==> src/rtl/proc_run_ctrl.sv <==
// rtl/proc_run_ctrl.sv - program load, run, HALT drain and status controller for proc
// Optional breakpoint support is compiled in when PROC_RUN_CTRL_BKPT_EN is defined.
module proc_run_ctrl #(
    parameter int                 DATA_W       = 16,
    parameter int                 ADDR_W       = 7,
    parameter logic [DATA_W-1:0]  HALT_OPCODE  = 'h3c00,
    parameter logic [DATA_W-1:0]  HALT_MASK    = 'hffff,
    parameter int                 DRAIN_CYCLES = 3,
    parameter int                 CNT_W        = 32,
    parameter int                 MAX_CYCLES   = 64000000
) (
    input  logic                clk,
    input  logic                rst_n,
    input  logic                load_req,
    input  logic                load_valid,
    output logic                load_ready,
    input  logic [DATA_W-1:0]   load_data,
    input  logic                load_last,
    input  logic                go,
    input  logic                clr,
    output logic                ram_we,
    output logic [ADDR_W-1:0]   ram_addr,
    output logic [DATA_W-1:0]   ram_din,
    output logic                proc_start,
    input  logic [ADDR_W-1:0]   pc,
    input  logic                ram_read_en,
    input  logic [DATA_W-1:0]   instr,
    output logic                busy,
    output logic                done,
    output logic                timeout,
    output logic [ADDR_W-1:0]   halt_pc,
    output logic [ADDR_W:0]     words_loaded,
    output logic [CNT_W-1:0]    cycle_count
`ifdef PROC_RUN_CTRL_BKPT_EN
    ,
    input  logic                bkpt_en,
    input  logic [ADDR_W-1:0]   bkpt_addr,
    output logic                bkpt_hit
`endif
);

    localparam logic [ADDR_W-1:0] ADDR_MAX    = '1;
    localparam logic [CNT_W-1:0]  CNT_TIMEOUT = CNT_W'(MAX_CYCLES - 1);
    localparam logic [DATA_W-1:0] HALT_CMP    = HALT_OPCODE & HALT_MASK;
    localparam int                DRAIN_LAST  = (DRAIN_CYCLES > 0) ? DRAIN_CYCLES - 1 : 0;
    localparam int                DCNT_W      = (DRAIN_LAST > 0) ? $clog2(DRAIN_LAST + 1) : 1;
    localparam logic [DCNT_W-1:0] DRAIN_END   = DCNT_W'(DRAIN_LAST);

`ifdef PROC_RUN_CTRL_BKPT_EN
    typedef enum logic [2:0] {
        S_IDLE  = 3'd0,
        S_LOAD  = 3'd1,
        S_RUN   = 3'd2,
        S_DRAIN = 3'd3,
        S_DONE  = 3'd4,
        S_BKPT  = 3'd5
    } state_t;
`else
    typedef enum logic [2:0] {
        S_IDLE  = 3'd0,
        S_LOAD  = 3'd1,
        S_RUN   = 3'd2,
        S_DRAIN = 3'd3,
        S_DONE  = 3'd4
    } state_t;
`endif

    state_t              state_q, state_d;
    logic [ADDR_W-1:0]   addr_q, addr_d;
    logic [ADDR_W:0]     words_q, words_d;
    logic [CNT_W-1:0]    cnt_q, cnt_d;
    logic [ADDR_W-1:0]   halt_pc_q, halt_pc_d;
    logic                timeout_q, timeout_d;
    logic [DCNT_W-1:0]   drain_q, drain_d;
    logic                rd_q, rd_d;
    logic [ADDR_W-1:0]   pc_q, pc_d;
    logic                halt_seen;
    logic [CNT_W-1:0]    cnt_inc;
`ifdef PROC_RUN_CTRL_BKPT_EN
    logic                skip_q, skip_d;
    logic                bkpt_fire;
`endif

    assign proc_start   = (state_q == S_RUN) || (state_q == S_DRAIN);
    assign busy         = (state_q != S_IDLE) && (state_q != S_DONE);
    assign done         = (state_q == S_DONE);
    assign timeout      = timeout_q;
    assign halt_pc      = halt_pc_q;
    assign words_loaded = words_q;
    assign cycle_count  = cnt_q;
`ifdef PROC_RUN_CTRL_BKPT_EN
    assign bkpt_hit     = (state_q == S_BKPT);
`endif

    // instr belongs to the fetch issued one cycle earlier, so qualify it with the registered strobe/pc
    assign halt_seen = rd_q && ((instr & HALT_MASK) == HALT_CMP);
    assign cnt_inc   = (&cnt_q) ? cnt_q : cnt_q + CNT_W'(1);
`ifdef PROC_RUN_CTRL_BKPT_EN
    assign bkpt_fire = rd_q && bkpt_en && (pc_q == bkpt_addr) && !skip_q;
`endif

    always_comb begin
        state_d    = state_q;
        addr_d     = addr_q;
        words_d    = words_q;
        cnt_d      = cnt_q;
        halt_pc_d  = halt_pc_q;
        timeout_d  = timeout_q;
        drain_d    = drain_q;
        rd_d       = ram_read_en && proc_start;
        pc_d       = pc;
        load_ready = 1'b0;
        ram_we     = 1'b0;
        ram_addr   = '0;
        ram_din    = '0;
`ifdef PROC_RUN_CTRL_BKPT_EN
        skip_d     = skip_q;
`endif

        case (state_q)
            S_IDLE: begin
                if (load_req) begin
                    state_d = S_LOAD;
                    addr_d  = '0;
                    words_d = '0;
                end else if (go) begin
                    state_d   = S_RUN;
                    cnt_d     = '0;
                    halt_pc_d = '0;
                    timeout_d = 1'b0;
`ifdef PROC_RUN_CTRL_BKPT_EN
                    skip_d    = 1'b0;
`endif
                end
            end

            S_LOAD: begin
                load_ready = 1'b1;
                if (load_valid) begin
                    ram_we   = 1'b1;
                    ram_addr = addr_q;
                    ram_din  = load_data;
                    words_d  = words_q + (ADDR_W+1)'(1);
                    // the top address ends the load so the counter never wraps onto word 0
                    if (load_last || (addr_q == ADDR_MAX)) begin
                        state_d = S_IDLE;
                    end else begin
                        addr_d = addr_q + ADDR_W'(1);
                    end
                end
            end

            S_RUN: begin
                cnt_d = cnt_inc;
`ifdef PROC_RUN_CTRL_BKPT_EN
                if (rd_q && (pc_q != bkpt_addr)) begin
                    skip_d = 1'b0;
                end
`endif
                if (halt_seen) begin
                    halt_pc_d = pc_q;
                    drain_d   = '0;
                    state_d   = S_DRAIN;
`ifdef PROC_RUN_CTRL_BKPT_EN
                end else if (bkpt_fire) begin
                    skip_d  = 1'b1;
                    state_d = S_BKPT;
`endif
                end else if (cnt_q == CNT_TIMEOUT) begin
                    timeout_d = 1'b1;
                    state_d   = S_DONE;
                end
            end

            S_DRAIN: begin
                cnt_d = cnt_inc;
                if (drain_q == DRAIN_END) begin
                    state_d = S_DONE;
                end else begin
                    drain_d = drain_q + DCNT_W'(1);
                end
            end

            S_DONE: begin
                if (clr) begin
                    state_d   = S_IDLE;
                    timeout_d = 1'b0;
                end
            end

`ifdef PROC_RUN_CTRL_BKPT_EN
            S_BKPT: begin
                if (go) begin
                    state_d = S_RUN;
                end else if (clr) begin
                    state_d = S_DONE;
                end
            end
`endif

            default: begin
                state_d = S_IDLE;
            end
        endcase
    end

    always_ff @(posedge clk or negedge rst_n) begin
        if (!rst_n) begin
            state_q   <= S_IDLE;
            addr_q    <= '0;
            words_q   <= '0;
            cnt_q     <= '0;
            halt_pc_q <= '0;
            timeout_q <= 1'b0;
            drain_q   <= '0;
            rd_q      <= 1'b0;
            pc_q      <= '0;
`ifdef PROC_RUN_CTRL_BKPT_EN
            skip_q    <= 1'b0;
`endif
        end else begin
            state_q   <= state_d;
            addr_q    <= addr_d;
            words_q   <= words_d;
            cnt_q     <= cnt_d;
            halt_pc_q <= halt_pc_d;
            timeout_q <= timeout_d;
            drain_q   <= drain_d;
            rd_q      <= rd_d;
            pc_q      <= pc_d;
`ifdef PROC_RUN_CTRL_BKPT_EN
            skip_q    <= skip_d;
`endif
        end
    end

endmodule

==> config.mk <==
export PLATFORM = sky130hd
export DESIGN_NAME = proc_run_ctrl
export DESIGN_NICKNAME = d
export VERILOG_FILES = /design/src/rtl/proc_run_ctrl.sv
export SDC_FILE = /design/constraint.sdc
export NUM_CORES = 1
export LEC_CHECK = 0
export ABC_CLOCK_PERIOD_IN_PS = 2500
export BUFFER_PORTS_ARGS = -buffer_cell sky130_fd_sc_hd__buf_2
export CAP_MARGIN = 20
export CORE_MARGIN = 2
export CORE_UTILIZATION = 52
export CTS_CLUSTER_DIAMETER = 80
export DETAILED_ROUTE_END_ITERATION = 10
export HOLD_SLACK_MARGIN = 0.06
export PLACE_DENSITY = 0.89
export REMOVE_ABC_BUFFERS = 1
export SLEW_MARGIN = 20
export SYNTH_ARGS = -nofsm -noshare
export SYNTH_HDL_FRONTEND = slang
export SYNTH_SLANG_ARGS = --single-unit
==> constraint.sdc <==
create_clock -name clk -period 2.5 [get_ports clk]
set_input_delay 0.25 -clock clk [delete_from_list [all_inputs] [get_ports clk]]
set_output_delay 0.25 -clock clk [all_outputs]
set_load 0.01 [all_outputs]
==> qor.csv, run 1 <==
metric;value;unit
slew_viol_final;0;
drt_pass1_iterations;5;
pin_count;123;
rsz0062_at_grt;no;
routed_wl;10240;um
synth-xor-area-share;0.002239;
area_delta_synth_final;23.06;%
dr_total_vias;3808;
power;3.725;mW
viasPerCell;5.867;
antenna_found_initial;0;
fin_skew;0.007778;ns
synthArstFlopShare;1.000;
cts_buffer_depth;2;
synth_area_leader_cell;dfrtp_1;
period_share;0.9284;
die_h;90.73;um
critical_path_class;flip-flop to output port;
gp_congestion;0.8993;
clock_latency;0.35;ns
slew_headroom;0.5708;
drive_above_1_share;0.3182;
worst_slack;0.1791;ns
ys_types;60;
startpoint_type;flip-flop;
post-place-ws;0.3947;ns
core;0.007253;mm^2
synth_compound_area_frac;0.1875;
synth_most_common_cell;dfrtp_1;
grt_pass1_wl;16730;um
cp-end-kind;output port;
fmax;430.9;MHz
critPathArrivalTime;2.07;ns
dp_cells;625;
clk_pin_slew;0.07;ns
status;complete, no violations;
cp_data_required_time;2.25;ns
final_cells;649;
static-leakage-power;2.368;nW
track_usage;0.2516;
fin_nets;596;
worst_pin_slew;0.6391;ns
setup_viol;0;
grt_max_degree;28;
antennaDiodeCount;0;
synthTopCellsByArea;dfrtp_1, nand2_1, o21ai_0;
die_w;90.73;um
ys_seq_area_frac;0.4351;
cts_tree;built;
overflow;0;
wl_per_cell;15.78;um
syn_avg_cell_area;9.379;um^2
synth_cells;417;
synth_mux_area_frac;0.01312;
yosysWarnings;0;
synth_area;0.003911;mm^2
cts.sinks;68;
synth_top_family_by_area;simple AND/OR/NAND/NOR gates;
synthAdderAreaFrac;0.01280;
root_buffer;clkbuf_8;
first_global_vias;3496;
route.detailed.drc;0;
vdd_ir_drop_max;0.4043;mV
maxCapViolCount;0;
synth_edf_count;0;
drtIter0Drc;258;
start_util;0.5392;
dpl.hpwl;7578;um
fin_hold_ws;0.1197;ns
yosys-top-cells-count;dfrtp_1, nand2_1, o21ai_0, and2_1;
power.density;774.0;mW/mm^2
yosysTopAreaCellShare;0.4351;
placementRows;31;
ant_nets;0;
yosys.area_share.simple;0.2853;
port-buffer-count;122;
hold_class;input port to flip-flop;
synth_seq_cells;68;
min_period;2.321;ns
h-tree-depth;3;
crit_fanout;27;
ys.flop_type;dfrtp_1;
hold_viol_final;0;
tns;0;ns
cts_buffers;9;
dieArea;0.008231;mm^2
## layout by cell type, fill, tap and decap left out, types with 6 or more instances in the layout
cell,count
inv_1,8
o41ai_1,6
nor4_1,7
nand3_1,19
dlygate4sd3_1,8
clkbuf_8,10
nand2_1,56
a21oi_1,14
buf_4,11
o21ai_0,42
buf_2,122
a41oi_1,6
nand4_1,13
o31ai_1,13
nor2_1,19
and3_1,10
dfrtp_1,66
or4_1,7
a31oi_1,8
and2_1,27
## where the power goes
| part | leakage [nW] | switching, mW | internal [mW] | total [mW] |
|---|---|---|---|---|
| Sequential | 0.915 | 0.177 | 1.23 | 1.41 |
| Clock | 0.0955 | 0.452 | 0.494 | 0.947 |
| Combinational | 1.36 | 0.846 | 0.524 | 1.37 |
## final cells by class
cell class | count | area (um^2)
flip-flops and latches | 68 | 1704
fillers | 599 | 2440
inverters | 9 | 33.78
clock inverters | 6 | 70.07
multi-input cells | 315 | 1959
repair buffers | 142 | 784.5
clock buffers | 10 | 137.6
well taps | 99 | 123.9
## flip-flops by register name (all words and copies together), names as in the netlist
register      cells
cycle_count      32
words_loaded      8
addr_q            7
halt_pc           7
pc_q              7
state_q           3
drain_q           2
rd_q              1
timeout           1
## timing repair
item                                    in CTS  in global routing
hold buffers                                 8                  0
endpoints found under the hold margin       30                  0
resized for setup                            0                  4
endpoints found under the setup margin       0                 24
buffers inserted                             0                  0
## kinds of logic (layout without fill, tap and decap cells)
| family | count (synthesis) | in the layout |
|---|---|---|
| simple gates | 195 | 195 |
| compound gates | 110 | 110 |
| flops | 68 | 68 |
| buf+inv | 34 | 167 |
| mux | 5 | 5 |
| fa+ha+maj | 4 | 4 |
| xor+xnor | 1 | 1 |
## worst paths after layout
path / start / endpoint / slack (ns) / depth (start not counted)
worst max-delay path: state_q[2] / ram_addr[2] / 0.18 / 8
worst min-delay path: ram_read_en / rd_q / 0.12 / 2
worst max register to register: cycle_count[0] / cycle_count[28] / 0.33 / 7
worst min register to register: pc_q[5] / halt_pc[5] / 0.45 / 2
max in group asynchronous: rst_n / state_q[2] / 1.33 / 3
min in group asynchronous: rst_n / cycle_count[16] / 0.42 / 2
## worst max-delay path, stage by stage (launching register included)
cell and delay, ns:
dfrtp_2 0.48, nor2_1 0.16, nand2_1 0.15, inv_1 0.15
nand2_1 0.15, inv_2 0.15, buf_6 0.20, and2_1 0.15
buf_2 0.14
## metrics by stage
stage / cell area [um^2] / utilization
after floorplan: 3695 / -
after global placement: 4519 / 0.6231
after detailed placement: 4519 / 0.6231
after CTS: 4807 / 0.6628
after global routing: 4813 / 0.6636
final: 4813 / 0.6636
## routing by layer
metal | GRT usage | vias up | share of wire
li1 | - | 1799 | -
met1 | 0.3371 | 1826 | 0.41
met2 | 0.3999 | 156 | 0.50
met3 | 0.05175 | 27 | 0.065
met4 | 0.1013 | 0 | 0.023
met5 | 0 | - | 0
Power figures use the tool's default switching activity.
==> run 2, diff against run 1 <==
--- a/config.mk
+++ b/config.mk
@@ -5,11 +5,12 @@
 export SDC_FILE = /design/constraint.sdc
 export NUM_CORES = 1
 export LEC_CHECK = 0
+export ABC_AREA = 1
 export ABC_CLOCK_PERIOD_IN_PS = 2500
 export BUFFER_PORTS_ARGS = -buffer_cell sky130_fd_sc_hd__buf_2
 export CAP_MARGIN = 20
 export CORE_MARGIN = 2
-export CORE_UTILIZATION = 52
+export CORE_UTILIZATION = 53
 export CTS_CLUSTER_DIAMETER = 80
 export DETAILED_ROUTE_END_ITERATION = 10
 export HOLD_SLACK_MARGIN = 0.06
==> run 2 against run 1 <==
Die area rose by 7.3%. Final area is 8.9% higher. Sequential power rose by 14%. Non-clock buffer count down 7. Critical path depth is 3 lower. Register-to-register slack improved by 0.14 ns. Total power is 14% higher. Wire length grew 12%. Final cell count is 35% higher. Critical endpoint is now ram_din[2].
==> qor.csv, run 2 <==
metric;value;unit;change
status;complete, no violations;;
largest_reg_flops;32;;unchanged
hold_class;input port to async pin;;
worst_pin_slew;0.9360;ns;+0.2970 ns
synthTopCellsByArea;dfrtp_1, nand2_1, nor2_1;;
core;0.007767;mm^2;+7.1%
cts_buffer_depth;2;;unchanged
dieArea;0.008833;mm^2;+7.3%
overflow;0;;unchanged
h-tree-depth;3;;unchanged
hold_viol_final;0;;unchanged
power.density;811.6;mW/mm^2;+4.9%
synth_cells;641;;+54%
fin_skew;0.01211;ns;+0.004337 ns
synth_most_common_cell;nand2_1;;
syn_avg_cell_area;6.695;um^2;-29%
clk_pin_slew;0.09;ns;+0.02 ns
vdd_ir_drop_max;0.4095;mV;+1.3%
die_h;93.99;um;+3.6%
fin_util;0.6748;;+0.01116
grt_max_degree;48;;+71%
routed_wl;11470;um;+12%
synth_area_leader_cell;dfrtp_1;;
cts_tree;built;;
ant_nets;0;;unchanged
cts_buffers;9;;unchanged
crit_fanout;20;;-26%
fin_nets;823;;+38%
port-buffer-count;122;;unchanged
rr_startpoint;cycle_count[0];;
reg2reg_slack;0.47;ns;+0.14 ns
track_usage;0.2765;;+0.02489
start_util;0.5525;;+0.01327
die_w;93.99;um;+3.6%
crit_slowest_cell;dfrtp_1;;
ys_types;28;;-53%
gp_congestion;0.9571;;+6.4%
static-leakage-power;2.773;nW;+17%
slew_viol_final;0;;unchanged
yosysTopAreaCellShare;0.3965;;-0.03856
viasPerCell;5.146;;-12%
ys.flop_type;dfrtp_1;;
min_period;2.301;ns;-0.02017 ns
r2r_end;cycle_count[9];;
tns;0;ns;unchanged
pin_count;123;;unchanged
worstPathCellList;nor3_1 -> buf_4 -> inv_1 -> nor2_1 -> buf_2;;
cpLargestDelayFamily;buffers and inverters;;
dpl.hpwl;8520;um;+12%
root_buffer;clkbuf_8;;
reg2reg_depth;11;;+4
wl_per_cell;13.05;um;-17%
yosysWarnings;0;;unchanged
drtIter0Drc;310;;+20%
cp_data_required_time;2.25;ns;about the same
setup_viol;0;;unchanged
area_delta_synth_final;22.13;%;
clock_latency;0.35;ns;about the same
layout_commonest_cell;nand2_1;;
first_global_vias;4233;;+21%
grt_pass1_wl;19200;um;+15%
period_share;0.9203;;-0.008068
path_buf_inv;3;;-1
route.detailed.drc;0;;unchanged
cts.sinks;68;;unchanged
antenna_found_initial;0;;unchanged
dr_total_vias;4523;;+19%
ctsResizeCount;0;;unchanged
placementRows;32;;+3.2%
synth_area;0.004292;mm^2;+9.7%
rsz0062_at_grt;no;;
most-common-layout-cells;nand2_1, buf_2, nor2_1;;
slew_headroom;0.3760;;-0.1948
ys_seq_area_frac;0.3965;;-0.03856
antennaDiodeCount;0;;unchanged
maxCapViolCount;0;;unchanged
yosys-top-cells-count;nand2_1, nor2_1, dfrtp_1, nand3_1, inv_1;;
critical_path_class;flip-flop to output port;;
synth_seq_cells;68;;unchanged
synthArstFlopShare;1.000;;unchanged
fmax;434.6;MHz;+0.88%
cp-end-kind;output port;;
drive_above_1_share;0.2291;;-0.08910
slowest_delay;0.43;ns;-0.05 ns
cts_setup_buffers;0;;unchanged
synth_edf_count;0;;unchanged
critPathArrivalTime;2.05;ns;-0.02 ns
startpoint_type;flip-flop;;
drt_pass1_iterations;6;;+1
run 2: power by group:
| part | total (mW) | internal, mW | switching, mW |
|---|---|---|---|
| clock network | 0.927 | 0.466 | 0.462 |
| logic | 1.72 | 0.582 | 1.13 |
| registers | 1.61 | 1.31 | 0.303 |
| total | 4.25 | 2.35 | 1.90 |
run 2: cells by family (layout without fill, tap and decap cells):
group           Yosys count  in the layout  synth area share
compound gates           46             46           0.06502
xor+xnor                 14             14           0.02857
fa+ha+maj                 4              4           0.01166
buf+inv                  80            216           0.08367
flops                    68             68            0.3965
simple gates            429            429            0.4146
run 2: per-layer routing:
layer | part of all wire | wire, um | global-route usage
met5 | 0 | 0 | 0
met4 | 0.019 | 213 | 0.1208
met3 | 0.076 | 872 | 0.04173
met2 | 0.47 | 5388 | 0.4601
met1 | 0.44 | 4997 | 0.3581
run 2: final cells by class:
type                            count  area, um^2
Multi-Input combinational cell    493        2231
Clock buffer                        9       123.9
Sequential cell                    68        1702
Inverter                           65       244.0
Clock inverter                      7       75.07
Fill cell                         671        2526
Tap cell                          102       127.6
Timing Repair Buffer              135       738.2
run 2: per-stage QoR:
| step | instances | power [mW] | hold WS, ns | setup WS [ns] | instance area (um^2) |
|---|---|---|---|---|---|
| 2_1_floorplan | 626 | 2.612 | -0.04559 | 0.1047 | 4177 |
| 3_3_place_gp | 856 | 3.250 | 0.3589 | 0.6083 | 4972 |
| 3_5_place_dp | 856 | 3.311 | 0.3593 | 0.4896 | 4972 |
| 4_1_cts | 879 | 4.255 | 0.06663 | 0.2351 | 5241 |
| 5_1_grt | 879 | 4.586 | 0.1170 | 0.1258 | 5241 |
| 6_report | 879 | 4.254 | 0.03190 | 0.1993 | 5241 |
run 2: worst max-delay path by stage:
stage	start	end	slack [ns]	cells after the start
after floorplan	state_q[1]	cycle_count[11]	0.10	9
after global placement	cycle_count[0]	cycle_count[9]	0.61	11
after detailed placement	cycle_count[0]	cycle_count[9]	0.49	11
after CTS	state_q[1]	ram_din[2]	0.24	5
after global routing	state_q[0]	ram_din[10]	0.13	6
final	state_q[1]	ram_din[2]	0.20	5
run 2: what timing repair did:
action,4_1_cts,5_1_grt
setup endpoints to repair,0,0
hold buffers,7,0
endpoints found under the hold margin,7,0
==> run 3, diff against run 2 <==
--- a/config.mk
+++ b/config.mk
@@ -8,14 +8,13 @@
 export ABC_AREA = 1
 export ABC_CLOCK_PERIOD_IN_PS = 2500
 export BUFFER_PORTS_ARGS = -buffer_cell sky130_fd_sc_hd__buf_2
-export CAP_MARGIN = 20
 export CORE_MARGIN = 2
 export CORE_UTILIZATION = 53
 export CTS_CLUSTER_DIAMETER = 80
+export CTS_CLUSTER_SIZE = 16
 export DETAILED_ROUTE_END_ITERATION = 10
 export HOLD_SLACK_MARGIN = 0.06
 export PLACE_DENSITY = 0.89
-export REMOVE_ABC_BUFFERS = 1
 export SLEW_MARGIN = 20
 export SYNTH_ARGS = -nofsm -noshare
 export SYNTH_HDL_FRONTEND = slang
==> run 3 against run 2 <==
Via count barely moved. Utilization rose by 0.19 points. Global-route usage fell by 1.9 points. Combinational power barely moved. Clock power rose by 0.9%. Total power barely moved. Worst hold slack improved by 0.082 ns.
==> qor.csv, run 3 (same netlist as run 2, synthesis figures left out) <==
metric;value;unit;change
viasPerCell;5.143;;about the same
drt_pass1_iterations;5;;-1
cts_buffer_depth;2;;unchanged
r2r_end;cycle_count[11];;
status;complete, no violations;;
die_h;93.99;um;unchanged
post-place-ws;0.4274;ns;-0.06221 ns
hold_viol_final;0;;unchanged
pin_count;123;;unchanged
dpl.hpwl;8254;um;-3.1%
largest_reg_flops;32;;unchanged
grt_max_degree;69;;+44%
routed_wl;11080;um;-3.4%
tns;0;ns;unchanged
critical_path_class;flip-flop to flip-flop;;
rr_startpoint;cycle_count[0];;
die_w;93.99;um;unchanged
min_period;2.135;ns;-0.1659 ns
clock_latency;0.35;ns;about the same
drive_above_1_share;0.2278;;-0.001287
most-common-layout-cells;nand2_1, buf_2, nor2_1;;
clk_pin_slew;0.08;ns;about the same
p_clk_frac;0.220;;+0.002
critPathArrivalTime;2.37;ns;+0.32 ns
fmax;468.4;MHz;+7.8%
pwr-share-comb;0.405;;+0.002
overflow;0;;unchanged
antennaDiodeCount;0;;unchanged
gp_congestion;0.9409;;-1.7%
maxCapViolCount;0;;unchanged
ant_nets;0;;unchanged
h-tree-depth;3;;unchanged
dr_total_vias;4521;;-0.044%
cp-end-kind;flip-flop;;
ctsResizeCount;0;;unchanged
antenna_found_initial;0;;unchanged
crit_fanout;16;;-20%
placed_area;0.004977;mm^2;+0.10%
reg2reg_slack;0.37;ns;-0.10 ns
wl_per_cell;12.61;um;-3.4%
slew_headroom;0.6181;;+0.2422
worst_pin_slew;0.5707;ns;-0.3653 ns
switching_share;0.4454;;-0.0009897
final_area;0.005256;mm^2;+0.29%
first_global_vias;4271;;+0.90%
area_delta_synth_final;22.48;%;
track_usage;0.2574;;-0.01903
placementRows;32;;unchanged
cts_buffers;9;;unchanged
root_buffer;clkbuf_8;;
static-leakage-power;2.777;nW;+0.13%
cts.sinks;68;;unchanged
reg2reg_depth;11;;unchanged
cts_setup_buffers;0;;unchanged
start_util;0.5525;;unchanged
vdd_ir_drop_max;0.6875;mV;+68%
power_frac_seq;0.375;;-0.004
power.density;809.4;mW/mm^2;-0.28%
fin_skew;0.01632;ns;+0.004201 ns
route.detailed.drc;0;;unchanged
p_int;2.359;mW;+0.19%
cts_tree;built;;
worst_slack;0.3652;ns;+0.1659 ns
setup_viol;0;;unchanged
core;0.007767;mm^2;unchanged
layout_commonest_cell;nand2_1;;
drtIter0Drc;249;;-20%
grt_pass1_wl;18290;um;-4.7%
period_share;0.8539;;-0.06637
cp_data_required_time;2.73;ns;+0.48 ns
n_fill_cell;661;;-1.5%
fin_hold_ws;0.1134;ns;+0.08151 ns
rsz0062_at_grt;no;;
syn_nets;692;;
dieArea;0.008833;mm^2;unchanged
hp-start;ram_read_en;;
fin_nets;823;;unchanged
min_to;rd_q;;
hold_class;input port to flip-flop;;
slew_viol_final;0;;unchanged
holdPathStages;3;;
p_sw;1.895;mW;-0.22%
startpoint_type;flip-flop;;
port-buffer-count;122;;unchanged
## run 3: area by class of cell
| type | instances | area [um^2] | share of cell area |
|---|---|---|---|
| tap | 102 | 127.6 | 0.02428 |
| timing repair buffer | 135 | 753.2 | 0.1433 |
| inverter | 65 | 244.0 | 0.04642 |
| sequential | 68 | 1702 | 0.3237 |
| clock inverter | 7 | 75.07 | 0.01428 |
| multi-input combinational | 493 | 2231 | 0.4244 |
| clock buffer | 9 | 123.9 | 0.02357 |
## run 3: power by group through the flow
| stage | registers [mW] | clock network [mW] | logic [mW] |
|---|---|---|---|
| after global placement | 1.60 | 0 | 1.64 |
| after detailed placement | 1.61 | 0 | 1.71 |
| after global routing | 1.63 | 0.996 | 1.94 |
| final | 1.60 | 0.935 | 1.72 |
| after CTS | 1.59 | 0.944 | 1.72 |
| after floorplan | 1.62 | 0 | 1.24 |
## run 3: layer usage
layer,track usage,vias up,routed length (um),part of all wire
met5,0,-,0,0
met3,0.03933,19,889,0.080
met4,0.1051,0,201,0.018
met1,0.3330,2041,4796,0.43
met2,0.4321,195,5193,0.47
li1,-,2266,-,-
## run 3: worst max path at each step
stage	depth (start not counted)	from	to
finish	11	cycle_count[0]	cycle_count[11]
detailed placement	11	cycle_count[0]	cycle_count[11]
floorplan	10	cycle_count[0]	cycle_count[0]
global route	11	cycle_count[0]	cycle_count[9]
CTS	11	cycle_count[0]	cycle_count[11]
global placement	11	cycle_count[0]	cycle_count[11]
## run 3: critical path: stages, from the launching register on
cell and delay (ns):
dfrtp_1 0.47, ha_1 0.29, nand2_2 0.12, nor2_4 0.17
nand3_2 0.14, nor2_1 0.12, nand3_1 0.09, nand2_2 0.16
buf_4 0.23, inv_1 0.10, nand2_1 0.07, nand2_1 0.05
## run 3: what timing repair did
action	4_1_cts	5_1_grt
hold buffers	8	0
hold endpoints to repair	75	0
endpoints found under the setup margin	0	0
## run 3: per-stage QoR
step | util | cells | power (mW)
after floorplan | - | 641 | 2.859
after global placement | 0.6408 | 855 | 3.242
after detailed placement | 0.6408 | 855 | 3.315
after CTS | 0.6767 | 879 | 4.256
after global routing | 0.6767 | 879 | 4.566
final | 0.6767 | 879 | 4.254
